**config.mk**
```make
export PLATFORM = sky130hd
export DESIGN_NAME = vga_timing_gen
export DESIGN_NICKNAME = d
export VERILOG_FILES = /design/src/rtl/vga_timing_gen.sv
export SDC_FILE = /design/constraint.sdc
export NUM_CORES = 1
export LEC_CHECK = 0
export CORE_ASPECT_RATIO = 0.5
export CORE_MARGIN = 4
export CORE_UTILIZATION = 29
export CTS_BUF_LIST = sky130_fd_sc_hd__clkbuf_8
export CTS_CLUSTER_DIAMETER = 120
export DETAILED_ROUTE_END_ITERATION = 10
export PLACE_DENSITY = 0.59
export SKIP_CTS_REPAIR_TIMING = 1
export SLEW_MARGIN = 20
export SYNTH_ARGS = -nofsm -noshare
export SYNTH_HDL_FRONTEND = slang
export SYNTH_SLANG_ARGS = --single-unit
```
**constraint.sdc**
```tcl
create_clock -name clk -period 2.7 [get_ports clk]
set_clock_uncertainty 0.1 [all_clocks]
set_input_delay 0.27 -clock clk [delete_from_list [all_inputs] [get_ports clk]]
set_output_delay 0.27 -clock clk [all_outputs]
set_load 0.01 [all_outputs]
```
**src/rtl/vga_timing_gen.sv**
```systemverilog
// VGA raster timing: pixel prescaler, h/v counters, SYNC_PIPE-delayed valid/hsync/vsync.
// Optional frame-rate scroll_tick is built only when VGA_SCROLL_TICK_EN is defined.
module vga_timing_gen #(
    parameter int CLK_DIV    = 4,
    parameter int H_ACTIVE   = 640,
    parameter int H_FP       = 16,
    parameter int H_SYNC     = 96,
    parameter int H_BP       = 48,
    parameter int V_ACTIVE   = 480,
    parameter int V_FP       = 10,
    parameter int V_SYNC     = 2,
    parameter int V_BP       = 33,
    parameter int SYNC_PIPE  = 1,
    parameter int SCROLL_DIV = 1
) (
    input  logic       clk,
    input  logic       rst,
    output logic       pix_stb,
    output logic [9:0] h_cnt,
    output logic [9:0] v_cnt,
    output logic       valid,
    output logic       hsync,
    output logic       vsync,
    output logic       frame_start,
    output logic       scroll_tick
);

    localparam int            PW         = (CLK_DIV > 1) ? $clog2(CLK_DIV) : 1;
    localparam logic [PW-1:0] PRE_LAST   = PW'(CLK_DIV - 1);
    localparam logic [9:0]    H_VIS      = 10'(H_ACTIVE);
    localparam logic [9:0]    H_SYNC_ON  = 10'(H_ACTIVE + H_FP);
    localparam logic [9:0]    H_SYNC_OFF = 10'(H_ACTIVE + H_FP + H_SYNC);
    localparam logic [9:0]    H_LAST     = 10'(H_ACTIVE + H_FP + H_SYNC + H_BP - 1);
    localparam logic [9:0]    V_VIS      = 10'(V_ACTIVE);
    localparam logic [9:0]    V_SYNC_ON  = 10'(V_ACTIVE + V_FP);
    localparam logic [9:0]    V_SYNC_OFF = 10'(V_ACTIVE + V_FP + V_SYNC);
    localparam logic [9:0]    V_LAST     = 10'(V_ACTIVE + V_FP + V_SYNC + V_BP - 1);

    logic [PW-1:0] pre_r, pre_next_s;
    logic          pix_stb_r, stb_next_s;
    logic [9:0]    h_cnt_r, v_cnt_r, h_next_s, v_next_s;
    logic          frame_start_r, fs_next_s;
    logic          raw_valid_s, raw_hs_s, raw_vs_s;

    // Next-state of prescaler and counters; strobes are precomputed so they register in their own cycle
    always_comb begin
        pre_next_s = pre_r;
        h_next_s   = h_cnt_r;
        v_next_s   = v_cnt_r;
        if (pre_r == PRE_LAST) begin
            pre_next_s = '0;
        end else begin
            pre_next_s = pre_r + PW'(1);
        end
        if (pix_stb_r) begin
            if (h_cnt_r == H_LAST) begin
                h_next_s = 10'd0;
                if (v_cnt_r == V_LAST) begin
                    v_next_s = 10'd0;
                end else begin
                    v_next_s = v_cnt_r + 10'd1;
                end
            end else begin
                h_next_s = h_cnt_r + 10'd1;
            end
        end else begin
            h_next_s = h_cnt_r;
            v_next_s = v_cnt_r;
        end
        stb_next_s  = (pre_next_s == PRE_LAST);
        fs_next_s   = stb_next_s && (h_next_s == H_LAST) && (v_next_s == V_LAST);
        raw_valid_s = (h_cnt_r < H_VIS) && (v_cnt_r < V_VIS);
        raw_hs_s    = !((h_cnt_r >= H_SYNC_ON) && (h_cnt_r < H_SYNC_OFF));
        raw_vs_s    = !((v_cnt_r >= V_SYNC_ON) && (v_cnt_r < V_SYNC_OFF));
    end

    // Prescaler, pixel strobe, raster counters and frame pulse
    always_ff @(posedge clk or posedge rst) begin
        if (rst) begin
            pre_r         <= '0;
            pix_stb_r     <= 1'b0;
            h_cnt_r       <= 10'd0;
            v_cnt_r       <= 10'd0;
            frame_start_r <= 1'b0;
        end else begin
            pre_r         <= pre_next_s;
            pix_stb_r     <= stb_next_s;
            h_cnt_r       <= h_next_s;
            v_cnt_r       <= v_next_s;
            frame_start_r <= fs_next_s;
        end
    end

    generate
        if (SYNC_PIPE == 0) begin : g_nopipe
            logic valid_r, hsync_r, vsync_r;

            // Zero-depth: registered copy of the raw flags, refreshed every clk
            always_ff @(posedge clk or posedge rst) begin
                if (rst) begin
                    valid_r <= 1'b0;
                    hsync_r <= 1'b1;
                    vsync_r <= 1'b1;
                end else begin
                    valid_r <= raw_valid_s;
                    hsync_r <= raw_hs_s;
                    vsync_r <= raw_vs_s;
                end
            end
            assign valid = valid_r;
            assign hsync = hsync_r;
            assign vsync = vsync_r;
        end else begin : g_pipe
            logic [SYNC_PIPE-1:0] valid_pipe_r, hsync_pipe_r, vsync_pipe_r;

            // Delay line advancing once per pixel so it tracks pixel-memory read latency
            always_ff @(posedge clk or posedge rst) begin
                if (rst) begin
                    valid_pipe_r <= '0;
                    hsync_pipe_r <= '1;
                    vsync_pipe_r <= '1;
                end else if (pix_stb_r) begin
                    valid_pipe_r[0] <= raw_valid_s;
                    hsync_pipe_r[0] <= raw_hs_s;
                    vsync_pipe_r[0] <= raw_vs_s;
                    for (int i = 1; i < SYNC_PIPE; i++) begin
                        valid_pipe_r[i] <= valid_pipe_r[i-1];
                        hsync_pipe_r[i] <= hsync_pipe_r[i-1];
                        vsync_pipe_r[i] <= vsync_pipe_r[i-1];
                    end
                end
            end
            assign valid = valid_pipe_r[SYNC_PIPE-1];
            assign hsync = hsync_pipe_r[SYNC_PIPE-1];
            assign vsync = vsync_pipe_r[SYNC_PIPE-1];
        end
    endgenerate

`ifdef VGA_SCROLL_TICK_EN
    localparam logic [7:0] FRAME_LAST = 8'(SCROLL_DIV - 1);

    logic [7:0] frame_cnt_r, frame_next_s;
    logic       scroll_tick_r;

    // Frame counter steps on each frame pulse
    always_comb begin
        frame_next_s = frame_cnt_r;
        if (frame_start_r) begin
            if (frame_cnt_r == FRAME_LAST) begin
                frame_next_s = 8'd0;
            end else begin
                frame_next_s = frame_cnt_r + 8'd1;
            end
        end else begin
            frame_next_s = frame_cnt_r;
        end
    end

    // Tick rides on the frame pulse that wraps the counter
    always_ff @(posedge clk or posedge rst) begin
        if (rst) begin
            frame_cnt_r   <= 8'd0;
            scroll_tick_r <= 1'b0;
        end else begin
            frame_cnt_r   <= frame_next_s;
            scroll_tick_r <= fs_next_s && (frame_next_s == FRAME_LAST);
        end
    end
    assign scroll_tick = scroll_tick_r;
`else
    assign scroll_tick = 1'b0;
`endif

    assign pix_stb     = pix_stb_r;
    assign h_cnt       = h_cnt_r;
    assign v_cnt       = v_cnt_r;
    assign frame_start = frame_start_r;

endmodule

```
== Yosys cells after proc, flatten, opt, wreduce, memory -nomap -nowiden ==
Cells that the tools add are included.

* Register bits: 27
* Input port bits: 2

* Add/subtract/negate cells: 3
* Magnitude comparators: 6
* Equality and inequality tests: 6
* Multiplexer cells: 6
* Reduce and logical (&&, ||, !) cells: 7

{| class="wikitable"
|+ Operators with widths
! operator !! count
|-
| 10-bit two-way mux || 5
|-
| 10-bit == test (second input constant) || 4
|-
| 10-bit by 1-bit adder with 10-bit output (second input constant) || 2
|-
| 10-bit < comparator (second input constant) || 2
|-
| 10-bit by 9-bit < comparator with 1-bit output (second input constant) || 2
|-
| 10-bit >= comparator (second input constant) || 1
|-
| 10-bit by 9-bit >= comparator with 1-bit output (second input constant) || 1
|-
| 1-bit logical AND || 5
|-
| 2-bit == test (second input constant) || 2
|-
| 2-bit by 1-bit adder with 2-bit output (second input constant) || 1
|-
| 1-bit logical NOT || 2
|-
| 2-bit two-way mux || 1
|}

== Logic depth before layout (Yosys ltp) ==
Gate-level depths: netlist (run 1).

* Word-level depth: 6
* Depth in mapped cells: 7
* Depth with buffers taken out: 7

== Least setup slack after synthesis (run 1) ==
OpenSTA, ideal clock, no wires.

* Kind: reg-to-reg
* Start: reg h_cnt_r[0], in the netlist h_cnt[0]
* End: reg frame_start_r, in the netlist frame_start
* Setup time: 0.111 ns
* Data arrival time: 2.213 ns
* Setup slack: 0.275 ns
* Cell stages (with the launch flop): 8
* Buffers on the path: 0
* Period minus slack after synthesis: 2.425 ns
* Cells stage by stage: dfrtp_1 inv_1 ha_1 mux2_2 o2111ai_1 or4b_1 or4_1 a2111oi_2

* Longest elaborated chain between the ends: 6
* Elaborated cells between the ends (all ways): 10

{| class="wikitable"
|+ RTL lines
! what !! line !! source
|-
| from (decl) || 41 || <nowiki>logic [9:0] h_cnt_r, v_cnt_r, h_next_s, v_next_s;</nowiki>
|-
| from (signal assigned) || 88 || <nowiki>h_cnt_r <= h_next_s;</nowiki>
|-
| 10-bit by 1-bit adder with 10-bit output or 10-bit == test (tied branches) || 64, 56 ||
|-
| 10-bit two-way mux (*) || 56 || <nowiki>if (h_cnt_r == H_LAST) begin</nowiki>
|-
| 10-bit two-way mux (*) || 55 || <nowiki>if (pix_stb_r) begin</nowiki>
|-
| net h_next_s[1] || 41 ||
|-
| 10-bit == test (*) || 71 || <nowiki>fs_next_s = stb_next_s && (h_next_s == H_LAST) && (v_next_s == V_LAST);</nowiki>
|-
| 1-bit logical AND (*) (2 in a row) || 71 ||
|-
| net fs_next_s || 42 || <nowiki>logic frame_start_r, fs_next_s;</nowiki>
|-
| to (signal assigned) || 90 || <nowiki>frame_start_r <= fs_next_s;</nowiki>
|-
| to (decl) || 42 ||
|}

The timed path passes the listed nets; every way through them passes the cells marked *.
A chain may end at the register's enable or synchronous reset.

== Final worst setup path (run 1) ==
* Start: reg h_cnt_r[0], in the netlist h_cnt[0]
* End: reg frame_start_r, in the netlist frame_start

* Longest elaborated chain between the ends: 6
* Elaborated cells between the ends (all ways): 10

{| class="wikitable"
|+ RTL lines
! what !! line
|-
| 10-bit by 1-bit adder with 10-bit output or 10-bit == test (tied branches) || 64, 56
|-
| 10-bit two-way mux || 56
|-
| 10-bit two-way mux || 55
|-
| 10-bit == test || 71
|-
| 1-bit logical AND || 71
|-
| 1-bit logical AND (*) || 71
|-
| net fs_next_s || 42
|}

Marked as above.

==> results of run 1 <==
-- state kept, by name, summed over array words and instances, names as in the netlist --
register     cells
h_cnt           10
v_cnt           10
pre_r            2
frame_start      1
hsync            1
pix_stb          1
valid            1
vsync            1
-- report_power, final --
part / leakage (nW) / switching (mW) / internal [mW] / total [mW]
combinational: 0.492 / 0.00857 / 0.00232 / 0.0109
sequential: 0.351 / 0 / 0.404 / 0.404
clock: 0.0255 / 0.131 / 0.104 / 0.234
total: 0.868 / 0.139 / 0.510 / 0.649
-- per-layer routing --
| layer | part of all wire (%) | vias to the layer above |
|---|---|---|
| met2 | 44 | 28 |
| met4 | 0.66 | 0 |
| li1 | - | 724 |
| met3 | 4.4 | 2 |
| met1 | 51 | 733 |
| met5 | 0 | - |
-- final cells by class --
| cell class | instances | area (µm²) | share of cell area [%] |
|---|---|---|---|
| Multi-Input combinational cell | 132 | 901 | 42.7 |
| Sequential cell | 27 | 678 | 32.1 |
| Timing Repair Buffer | 36 | 348 | 16.5 |
| Tap cell | 73 | 91.3 | 4.33 |
| Inverter | 12 | 45.0 | 2.14 |
| Clock buffer | 3 | 41.3 | 1.96 |
| Clock inverter | 1 | 5.00 | 0.237 |
-- worst max-delay path, cell delays in order (launching register included) --
cell                        delay, ns
sky130_fd_sc_hd__dfrtp_1         0.45
sky130_fd_sc_hd__ha_1            0.26
sky130_fd_sc_hd__a21boi_0        0.21
sky130_fd_sc_hd__o2111ai_1       0.14
sky130_fd_sc_hd__or4b_1          0.52
sky130_fd_sc_hd__or4_1           0.55
sky130_fd_sc_hd__a2111oi_2       0.20
-- metrics by stage --
step                utilization (%)  hold slack, ns
floorplan                         -           0.221
global placement               37.1           0.342
detailed placement             37.1           0.351
CTS                            37.9           0.259
global route                   37.9           0.311
finish                         37.9           0.250
-- layout by cell type (no fill, tap or decap), drive strengths merged, types with 5 or more instances in the layout --
cell           instances
clkdlybuf4s50         26
dfrtp                 25
nand2                 14
nor2                  13
inv                   12
buf                   10
o21ai                  9
nand3                  8
nor3                   7
and3                   6
ha                     6
nand4                  5
xnor2                  5
-- cell families after synthesis --
kind of cell	after synthesis
and+or+nand+nor	80
muxes	3
xor gates and xnor gates	9
adders and majority gates	6
other	1
buffers and inverters	24
DFF	27
AOI/OAI and AO/OA	33
-- worst paths after layout --
| path | cells past startpoint | startpoint | endpoint |
|---|---|---|---|
| setup / recovery | 6 | h_cnt[0] | frame_start |
| hold / removal | 3 | rst | valid |
| setup reg to reg | 6 | h_cnt[0] | frame_start |
| hold reg to reg | 1 | pre_r[0] | pre_r[0] |
| max in group asynchronous | 3 | rst | hsync |
| min in group clk | 1 | pre_r[0] | pre_r[0] |
==> summary.md, run 1 <==
| Metric | Value |
|---|---|
| Combinational family with the most area after synthesis | `simple AND/OR/NAND/NOR gates` |
| Post-synthesis sequential area ratio | `40.2%` |
| Area growth from synthesis to layout | `25.1%` |
| Pins Over Slew Limit | `0` |
| GR Util met3 | `2.32%` |
| Clock Root Buffer | `sky130_fd_sc_hd__clkbuf_8` |
| Area of all placed cells without fillers | `2110 µm²` |
| Filler cells | `576` |
| Overall fraction of global-route tracks in use | `12.1%` |
| Async SR Flop Fraction | `100%` |
| Gate Count Post-Synth | `183` |
| Leak pwr | `0.868 nW` |
| Yosys warns | `0` |
| # Max-Cap Violations | `0` |
| Worst hold-check path type | `input pin to asynchronous set/reset pin` |
| Total power after layout | `649 µW` |
| Number of flops mapped to enable cells by yosys | `0` |
| GR met1 Demand/Resource | `17.0%` |
| Required time at the endpoint of the critical path | `2.77 ns` |
| Hold violation count in the final report | `0` |
| Main synth FF type | `sky130_fd_sc_hd__dfrtp_1` |
| Share of cell area taken by muxes after synthesis | `1.85%` |
| Row count | `19` |
| Drt via density | `5.24` |
| M2 GR Usage | `20.3%` |
| Antenna Diode Count | `0` |
| Worst slack at placement | `0.189 ns` |
| Highest clock rate | `0.396 GHz` |
| Vias | `1487` |
| Peak ir drop on the vdd network | `173 µV` |
| Drt pass-1 iters | `4` |
| Ratio of cells with drive above 1 in the final layout | `10.9%` |
| Finished Layout Cells | `284` |
| Share of synthesized cell area in full adder, half adder and majority cells | `4.45%` |
| CTS tree | `yes` |
| Detail-routed net length per standard cell | `14.9 µm` |
| Post-layout nets | `220` |
| Fraction of the mapped netlist area in compound gates | `14.2%` |
| Most congested layer reported by global routing | `met2` |
| Total wirelength of the detailed-routed design | `4240 µm` |
| HPWL Detailed | `3180 µm` |
| Commonest cells post-synth | `25 x sky130_fd_sc_hd__dfrtp_1, 14 x sky130_fd_sc_hd__nand2_1, 13 x sky130_fd_sc_hd__nor2_1` |
| Share of Yosys cell area claimed by the top area cell type | `37.1%` |
| Remaining antenna violation count | `0` |
| Most area-hungry cell type in the Yosys netlist | `sky130_fd_sc_hd__dfrtp_1` |
| P per Cell Area | `308 nW/µm²` |
| Worst-path maximum fanout | `6` |
| DRC Markers | `0` |
| Flop2flop setup slack | `0.18 ns` |
| Chip Height | `61.9 µm` |
| Clk buf depth | `2` |
| Standard cell core area | `5560 µm²` |
| Routability congestion estimate | `0.809` |
| Share of the clock period used by the worst path after layout | `93.4%` |
| WP data arrival | `2.60 ns` |
| Net Count, Synth | `191` |
| PnR worst setup slack | `0.178 ns` |
| Post-Route Setup TNS | `0 ns` |
| Simple-gate portion of the synthesized area | `28.0%` |
| Post-synth design cell area | `1690 µm²` |
| Flip-flop and latch count after synthesis | `27` |
| Area enclosed by the die boundary | `7170 µm²` |
| Xor and xnor area share after synthesis | `4.67%` |
| Result of the run | `complete, no violations` |
| Area after DPL | `2060 µm²` |
| X dimension of the die | `116 µm` |
| Global-route wire length before repair | `6760 µm` |
| Unrepaired setup endpoints after global routing | `false` |
| # setup viols final | `0` |
| Synth unique cells | `56` |
| Post-CTS clock slew at the launch and capture registers of the worst setup and hold paths | `0.09 ns` |
| Final worst path period need | `2.52 ns` |
| Port Buf Inserts | `26` |
| CP endpoint kind | `flip-flop` |
| Grt total ovfl | `0` |
| Post-synthesis area per instance | `9.22 µm²` |
| Number of antenna violations at the first check in global routing | `0` |
| IO Count | `28` |
| Later-pin clock latency in the skew report | `0.27 ns` |
| Number of buffers created by CTS | `3` |
| Clock net sink count | `27` |
| Initial drt markers | `99` |
| Starting density of the core | `30.3%` |
| Synth area leaders | `sky130_fd_sc_hd__dfrtp_1 37%, sky130_fd_sc_hd__ha_1 4.5%, sky130_fd_sc_hd__dfstp_2 3.1%` |
| Startpoint Class | `flip-flop` |
| Crit path kind | `flip-flop to flip-flop` |
| Maximum number of pins on one net before global-route repair | `28` |
| Clock H-tree levels | `1` |
| Most frequent cell after synthesis | `sky130_fd_sc_hd__dfrtp_1` |
| Vias in the first global route | `1333` |
| Dpl cells | `280` |
No activity file was read; power rests on OpenSTA's default activity.
==> inputs of run 2 (changes only) <==
--- a/config.mk
+++ b/config.mk
@@ -6,12 +6,14 @@
 export NUM_CORES = 1
 export LEC_CHECK = 0
 export CORE_ASPECT_RATIO = 0.5
-export CORE_MARGIN = 4
+export CORE_MARGIN = 3
 export CORE_UTILIZATION = 29
 export CTS_BUF_LIST = sky130_fd_sc_hd__clkbuf_8
 export CTS_CLUSTER_DIAMETER = 120
 export DETAILED_ROUTE_END_ITERATION = 10
-export PLACE_DENSITY = 0.59
+export DONT_BUFFER_PORTS = 1
+export PLACE_DENSITY = 0.53
+export REMOVE_ABC_BUFFERS = 1
 export SKIP_CTS_REPAIR_TIMING = 1
 export SLEW_MARGIN = 20
 export SYNTH_ARGS = -nofsm -noshare
==> summary.md, run 2 (synthesis results as in run 1) <==
| Metric | Value |
|---|---|
| Final worst path period need | `2.53 ns (was 2.52 ns)` |
| Post-layout nets | `207 (was 220)` |
| Grt total ovfl | `0 (unchanged)` |
| Startpoint of the most critical register-to-register path | `h_cnt[0] (unchanged)` |
| Port Buf Inserts | `0 (was 26)` |
| Vias | `1459 (was 1487)` |
| Pins Over Slew Limit | `0 (unchanged)` |
| Number of buffers created by CTS | `3 (unchanged)` |
| CP endpoint kind | `flip-flop (unchanged)` |
| Detail-routed net length per standard cell | `16.1 µm (was 14.9 µm)` |
| Share of the clock period used by the worst path after layout | `93.8% (was 93.4%)` |
| Maximum number of pins on one net before global-route repair | `28 (unchanged)` |
| Number of antenna violations at the first check in global routing | `0 (unchanged)` |
| Chip Height | `59.9 µm (was 61.9 µm)` |
| CTS tree | `yes (unchanged)` |
| Post-Route Setup TNS | `0 ns (unchanged)` |
| Leak pwr | `0.841 nW (was 0.868 nW)` |
| Clock H-tree levels | `1 (unchanged)` |
| Commonest non-fill, non-tap cells in the layout | `25 x sky130_fd_sc_hd__dfrtp_1, 22 x sky130_fd_sc_hd__buf_4, 14 x sky130_fd_sc_hd__nand2_1, 13 x sky130_fd_sc_hd__inv_1, 13 x sky130_fd_sc_hd__nor2_1 (was 26 x sky130_fd_sc_hd__clkdlybuf4s50_1, 25 x sky130_fd_sc_hd__dfrtp_1, 14 x sky130_fd_sc_hd__nand2_1, 13 x sky130_fd_sc_hd__nor2_1, 12 x sky130_fd_sc_hd__inv_1)` |
| X dimension of the die | `114 µm (was 116 µm)` |
| Later-pin clock latency in the skew report | `0.27 ns (about the same)` |
| Unrepaired setup endpoints after global routing | `false (unchanged)` |
| Starting density of the core | `32.1% (was 30.3%)` |
| Worst-path maximum fanout | `6 (unchanged)` |
| Worst hold-check path type | `flip-flop to flip-flop (was input pin to asynchronous set/reset pin)` |
| Row count | `18 (was 19)` |
| Hold violation count in the final report | `0 (unchanged)` |
| DRC Markers | `0 (unchanged)` |
| Total power after layout | `644 µW (was 649 µW)` |
| Clk buf depth | `2 (unchanged)` |
| Global-route wire length before repair | `7200 µm (was 6760 µm)` |
| Worst setup path endpoint | `frame_start (unchanged)` |
| Standard cell core area | `5250 µm² (was 5560 µm²)` |
| HPWL Detailed | `3310 µm (was 3180 µm)` |
| Initial drt markers | `56 (was 99)` |
| Remaining antenna violation count | `0 (unchanged)` |
| Highest clock rate | `0.395 GHz (was 0.396 GHz)` |
| Area growth from synthesis to layout | `14.5% (was 25.1%)` |
| Leading cell type in the layout, fill and taps excluded | `sky130_fd_sc_hd__dfrtp_1 (was sky130_fd_sc_hd__clkdlybuf4s50_1)` |
| Drt pass-1 iters | `5 (was 4)` |
| Overall fraction of global-route tracks in use | `13.4% (was 12.1%)` |
| Area enclosed by the die boundary | `6820 µm² (was 7170 µm²)` |
| R2R cell count | `7 (was 6)` |
| Flop2flop setup slack | `0.17 ns (was 0.18 ns)` |
| WP data arrival | `2.60 ns (about the same)` |
| Required time at the endpoint of the critical path | `2.77 ns (about the same)` |
| Vias in the first global route | `1366 (was 1333)` |
| # Max-Cap Violations | `0 (unchanged)` |
| Crit path launch | `h_cnt[0] (unchanged)` |
| Clock net sink count | `27 (unchanged)` |
| Drt via density | `5.44 (was 5.24)` |
| Post-CTS clock slew at the launch and capture registers of the worst setup and hold paths | `0.09 ns (about the same)` |
| Result of the run | `complete, no violations (unchanged)` |
| Total wirelength of the detailed-routed design | `4300 µm (was 4240 µm)` |
| Clock Root Buffer | `sky130_fd_sc_hd__clkbuf_8 (unchanged)` |
| P per Cell Area | `334 nW/µm² (was 308 nW/µm²)` |
| Crit path kind | `flip-flop to flip-flop (unchanged)` |
| Critical R2R Capture | `frame_start (unchanged)` |
| # setup viols final | `0 (unchanged)` |
| IO Count | `28 (unchanged)` |
| Ratio of cells with drive above 1 in the final layout | `17.2% (was 10.9%)` |
| Routability congestion estimate | `0.886 (was 0.809)` |
| Startpoint Class | `flip-flop (unchanged)` |
| Peak ir drop on the vdd network | `145 µV (was 173 µV)` |
| Antenna Diode Count | `0 (unchanged)` |
==> run 2: per-layer routing <==
metal / up-vias / global-route usage [%] / part of all wire, %
li1: 702 / - / -
met1: 704 / 19.0 / 47
met2: 51 / 20.3 / 43
met3: 2 / 4.35 / 9.9
met4: 0 / 2.54 / 0.63
met5: - / 0 / 0
==> run 2: power breakdown <==
part	internal [mW]	leakage, nW	total, mW	switching (mW)
sequential	0.404	0.351	0.404	0
combinational	0.00203	0.464	0.0108	0.00879
clock	0.102	0.0269	0.229	0.127
total	0.508	0.841	0.644	0.136
==> run 2: area by class of cell <==
type / count / area (µm²)
fill: 548 / 3320
multi-input combinational: 132 / 901
sequential: 27 / 678
timing repair buffer: 23 / 175
tap: 70 / 87.6
inverter: 12 / 45.0
clock buffer: 3 / 41.3
clock inverter: 1 / 3.75
==> run 2: how the worst min path moves through the flow <==
stage	endpoint	startpoint	depth (start not counted)
floorplan	frame_start	rst	1
global placement	h_cnt[2]	rst	2
detailed placement	h_cnt[2]	rst	2
CTS	valid	rst	2
global route	pre_r[0]	pre_r[0]	1
finish	pre_r[0]	pre_r[0]	1
==> run 2: worst max-delay path, cell delays in order, from the launching register on <==
cell,delay (ns)
sky130_fd_sc_hd__dfrtp_1,0.45
sky130_fd_sc_hd__inv_1,0.07
sky130_fd_sc_hd__ha_1,0.27
sky130_fd_sc_hd__mux2_2,0.15
sky130_fd_sc_hd__o2111ai_1,0.11
sky130_fd_sc_hd__or4b_1,0.53
sky130_fd_sc_hd__or4_1,0.55
sky130_fd_sc_hd__a2111oi_2,0.20
==> run 2: stage by stage <==
| step | cell area [µm²] | setup slack, ns | std cells | hold slack [ns] | util [%] |
|---|---|---|---|---|---|
| 6_report | 1930 | 0.167 | 268 | 0.360 | 36.8 |
| 3_5_place_dp | 1880 | 0.142 | 263 | 0.161 | 35.8 |
| 5_1_grt | 1930 | 0.00486 | 268 | 0.394 | 36.8 |
| 2_1_floorplan | 1620 | 0.216 | 171 | 0.221 | - |
| 4_1_cts | 1920 | 0.112 | 267 | -0.143 | 36.6 |
| 3_3_place_gp | 1880 | 0.233 | 263 | 0.156 | 35.8 |
==> inputs of run 3 (changes only) <==
--- a/config.mk
+++ b/config.mk
@@ -12,7 +12,7 @@
 export CTS_CLUSTER_DIAMETER = 120
 export DETAILED_ROUTE_END_ITERATION = 10
 export DONT_BUFFER_PORTS = 1
-export PLACE_DENSITY = 0.53
+export PLACE_DENSITY = 0.4
 export REMOVE_ABC_BUFFERS = 1
 export SKIP_CTS_REPAIR_TIMING = 1
 export SLEW_MARGIN = 20
==> constraint.sdc (replaced) <==
create_clock -name clk -period 2.7 [get_ports clk]
set_clock_uncertainty 0.1 [all_clocks]
set_input_delay 0.405 -clock clk [delete_from_list [all_inputs] [get_ports clk]]
set_output_delay 0.405 -clock clk [all_outputs]
set_load 0.01 [all_outputs]
==> summary.md, run 3 (synthesis results as in run 1) <==
| Metric | Value |
|---|---|
| Result of the run | `finished with violations (was complete, no violations)` |
| Violated checks | `negative hold slack` |
| Worst path slowest cell | `sky130_fd_sc_hd__or4_1 (unchanged)` |
| Area of all placed cells without fillers | `1970 µm² (was 1930 µm²)` |
| Leak pwr | `0.859 nW (was 0.841 nW)` |
| Routability congestion estimate | `0.908 (was 0.886)` |
| Later-pin clock latency in the skew report | `0.28 ns (was 0.27 ns)` |
| Vias in the first global route | `1413 (was 1366)` |
| WP data arrival | `2.59 ns (was 2.60 ns)` |
| Drt pass-1 iters | `4 (was 5)` |
| Initial drt markers | `103 (was 56)` |
| IO Count | `28 (unchanged)` |
| Area enclosed by the die boundary | `6820 µm² (unchanged)` |
| Worst hold-check path type | `input pin to asynchronous set/reset pin (was flip-flop to flip-flop)` |
| CP Buf/Inv Count | `1 (unchanged)` |
| Chip Height | `59.9 µm (unchanged)` |
| Final Hold Slack | `-0.0260 ns (was 0.360 ns)` |
| Row count | `18 (unchanged)` |
| Detail-routed net length per standard cell | `17.3 µm (was 16.1 µm)` |
| Pins Over Slew Limit | `0 (unchanged)` |
| HPWL Detailed | `3630 µm (was 3310 µm)` |
| Global-route wire length before repair | `7820 µm (was 7200 µm)` |
| Antenna Diode Count | `0 (unchanged)` |
| # setup viols final | `0 (unchanged)` |
| Unrepaired setup endpoints after global routing | `false (unchanged)` |
| # Max-Cap Violations | `0 (unchanged)` |
| Clock H-tree levels | `1 (unchanged)` |
| Maximum number of pins on one net before global-route repair | `28 (unchanged)` |
| Number of buffers created by CTS | `3 (unchanged)` |
| Remaining antenna violation count | `0 (unchanged)` |
| Multi-input combinational cell area | `901 µm² (unchanged)` |
| Area after DPL | `1920 µm² (was 1880 µm²)` |
| Family with the most delay on the worst path | `simple AND/OR/NAND/NOR gates (unchanged)` |
| Total area of sequential cells | `679 µm² (was 678 µm²)` |
| Clk buf depth | `2 (unchanged)` |
| Leading cell type in the layout, fill and taps excluded | `sky130_fd_sc_hd__buf_4 (was sky130_fd_sc_hd__dfrtp_1)` |
| Startpoint Class | `flip-flop (unchanged)` |
| Final worst path period need | `2.51 ns (was 2.53 ns)` |
| Grt total ovfl | `0 (unchanged)` |
| Critical R2R Capture | `frame_start (unchanged)` |
| Standard cell core area | `5250 µm² (unchanged)` |
| Filler cells | `553 (was 548)` |
| Area growth from synthesis to layout | `16.5% (was 14.5%)` |
| Ratio of cells with drive above 1 in the final layout | `19.4% (was 17.2%)` |
| Share of the clock period used by the worst path after layout | `93.1% (was 93.8%)` |
| X dimension of the die | `114 µm (unchanged)` |
| Worst-path maximum fanout | `6 (unchanged)` |
| Hold violation count in the final report | `25 (was 0)` |
| Highest clock rate | `0.398 GHz (was 0.395 GHz)` |
| Drt via density | `5.42 (was 5.44)` |
| Number of antenna violations at the first check in global routing | `0 (unchanged)` |
| R2R cell count | `7 (unchanged)` |
| Port Buf Inserts | `0 (unchanged)` |
| P per Cell Area | `334 nW/µm² (about the same)` |
| Post-CTS clock slew at the launch and capture registers of the worst setup and hold paths | `0.10 ns (was 0.09 ns)` |
| CP endpoint kind | `flip-flop (unchanged)` |
| Starting density of the core | `32.1% (unchanged)` |
| Commonest non-fill, non-tap cells in the layout | `25 x sky130_fd_sc_hd__buf_4, 24 x sky130_fd_sc_hd__dfrtp_1, 14 x sky130_fd_sc_hd__nand2_1, 13 x sky130_fd_sc_hd__inv_1, 13 x sky130_fd_sc_hd__nor2_1 (was 25 x sky130_fd_sc_hd__dfrtp_1, 22 x sky130_fd_sc_hd__buf_4, 14 x sky130_fd_sc_hd__nand2_1, 13 x sky130_fd_sc_hd__inv_1, 13 x sky130_fd_sc_hd__nor2_1)` |
| Total power after layout | `657 µW (was 644 µW)` |
| Overall fraction of global-route tracks in use | `14.9% (was 13.4%)` |
| Vias | `1468 (was 1459)` |
| Post-Route Setup TNS | `0 ns (unchanged)` |
| Clock Root Buffer | `sky130_fd_sc_hd__clkbuf_8 (unchanged)` |
| Crit path kind | `flip-flop to flip-flop (unchanged)` |
| CTS tree | `yes (unchanged)` |
| Max incr delay on CP | `0.54 ns (was 0.55 ns)` |
| Post-layout nets | `210 (was 207)` |
| Flop2flop setup slack | `0.19 ns (was 0.17 ns)` |
| Total wirelength of the detailed-routed design | `4680 µm (was 4300 µm)` |
| Peak ir drop on the vdd network | `155 µV (was 145 µV)` |
| Startpoint of the most critical register-to-register path | `h_cnt[0] (unchanged)` |
| Cells traversed along the worst timing path | `inv_1 -> ha_1 -> mux2_2 -> o2111ai_1 -> or4b_1 -> or4_1 -> a2111oi_2 (unchanged)` |
| Required time at the endpoint of the critical path | `2.78 ns (was 2.77 ns)` |
| Final Util | `37.5% (was 36.8%)` |
| Clock net sink count | `27 (unchanged)` |
| DRC Markers | `0 (unchanged)` |
==> run 3: changes by cell type in the layout (fill, tap and decap cells not counted) <==
cell                            change
sky130_fd_sc_hd__buf_12             +1
sky130_fd_sc_hd__dfrtp_2            +1
sky130_fd_sc_hd__dlygate4sd3_1      -1
sky130_fd_sc_hd__buf_4              +3
sky130_fd_sc_hd__dfrtp_1            -1
==> run 3: report_power, final <==
group | internal (mW) | switching (mW) | total, mW
logic | 0.00110 | 0.00902 | 0.0101
clock network | 0.102 | 0.140 | 0.243
registers | 0.404 | 0 | 0.404
==> run 3: worst register-to-register path, cell delays in order, from the launching register on <==
cell and delay (ns):
sky130_fd_sc_hd__dfrtp_1 0.44, sky130_fd_sc_hd__inv_1 0.07, sky130_fd_sc_hd__ha_1 0.27, sky130_fd_sc_hd__mux2_2 0.15
sky130_fd_sc_hd__o2111ai_1 0.10, sky130_fd_sc_hd__or4b_1 0.52, sky130_fd_sc_hd__or4_1 0.55, sky130_fd_sc_hd__a2111oi_2 0.22
==> run 3: cell type report <==
| cell class | count | area share (%) |
|---|---|---|
| Clock buffer | 3 | 2.10 |
| Tap cell | 70 | 4.46 |
| Clock inverter | 1 | 0.191 |
| Sequential cell | 27 | 34.6 |
| Inverter | 12 | 2.29 |
| Multi-Input combinational cell | 132 | 45.8 |
| Timing Repair Buffer | 26 | 10.6 |
==> run 3: metrics by stage <==
stage / setup slack (ns) / cells
global placement: 0.215 / 267
detailed placement: 0.150 / 267
global route: 0.0171 / 271
CTS: 0.126 / 271
finish: 0.186 / 271
floorplan: 0.216 / 171
==> run 3: layer usage <==
| layer | track usage (%) | vias up | routed length [µm] |
|---|---|---|---|
| met5 | 0 | - | 0 |
| met4 | 2.37 | 0 | 17 |
| met3 | 4.25 | 2 | 285 |
| met2 | 21.4 | 42 | 1930 |
| met1 | 22.3 | 722 | 2450 |
| li1 | - | 702 | - |
==> run 3: how the worst max path moves through the flow <==
| stage | from | end | cells after the start |
|---|---|---|---|
| 2_1_floorplan | h_cnt[0] | frame_start | 6 |
| 3_3_place_gp | h_cnt[0] | frame_start | 6 |
| 3_5_place_dp | h_cnt[0] | frame_start | 6 |
| 4_1_cts | h_cnt[0] | frame_start | 6 |
| 5_1_grt | h_cnt[0] | frame_start | 7 |
| 6_report | h_cnt[0] | frame_start | 7 |
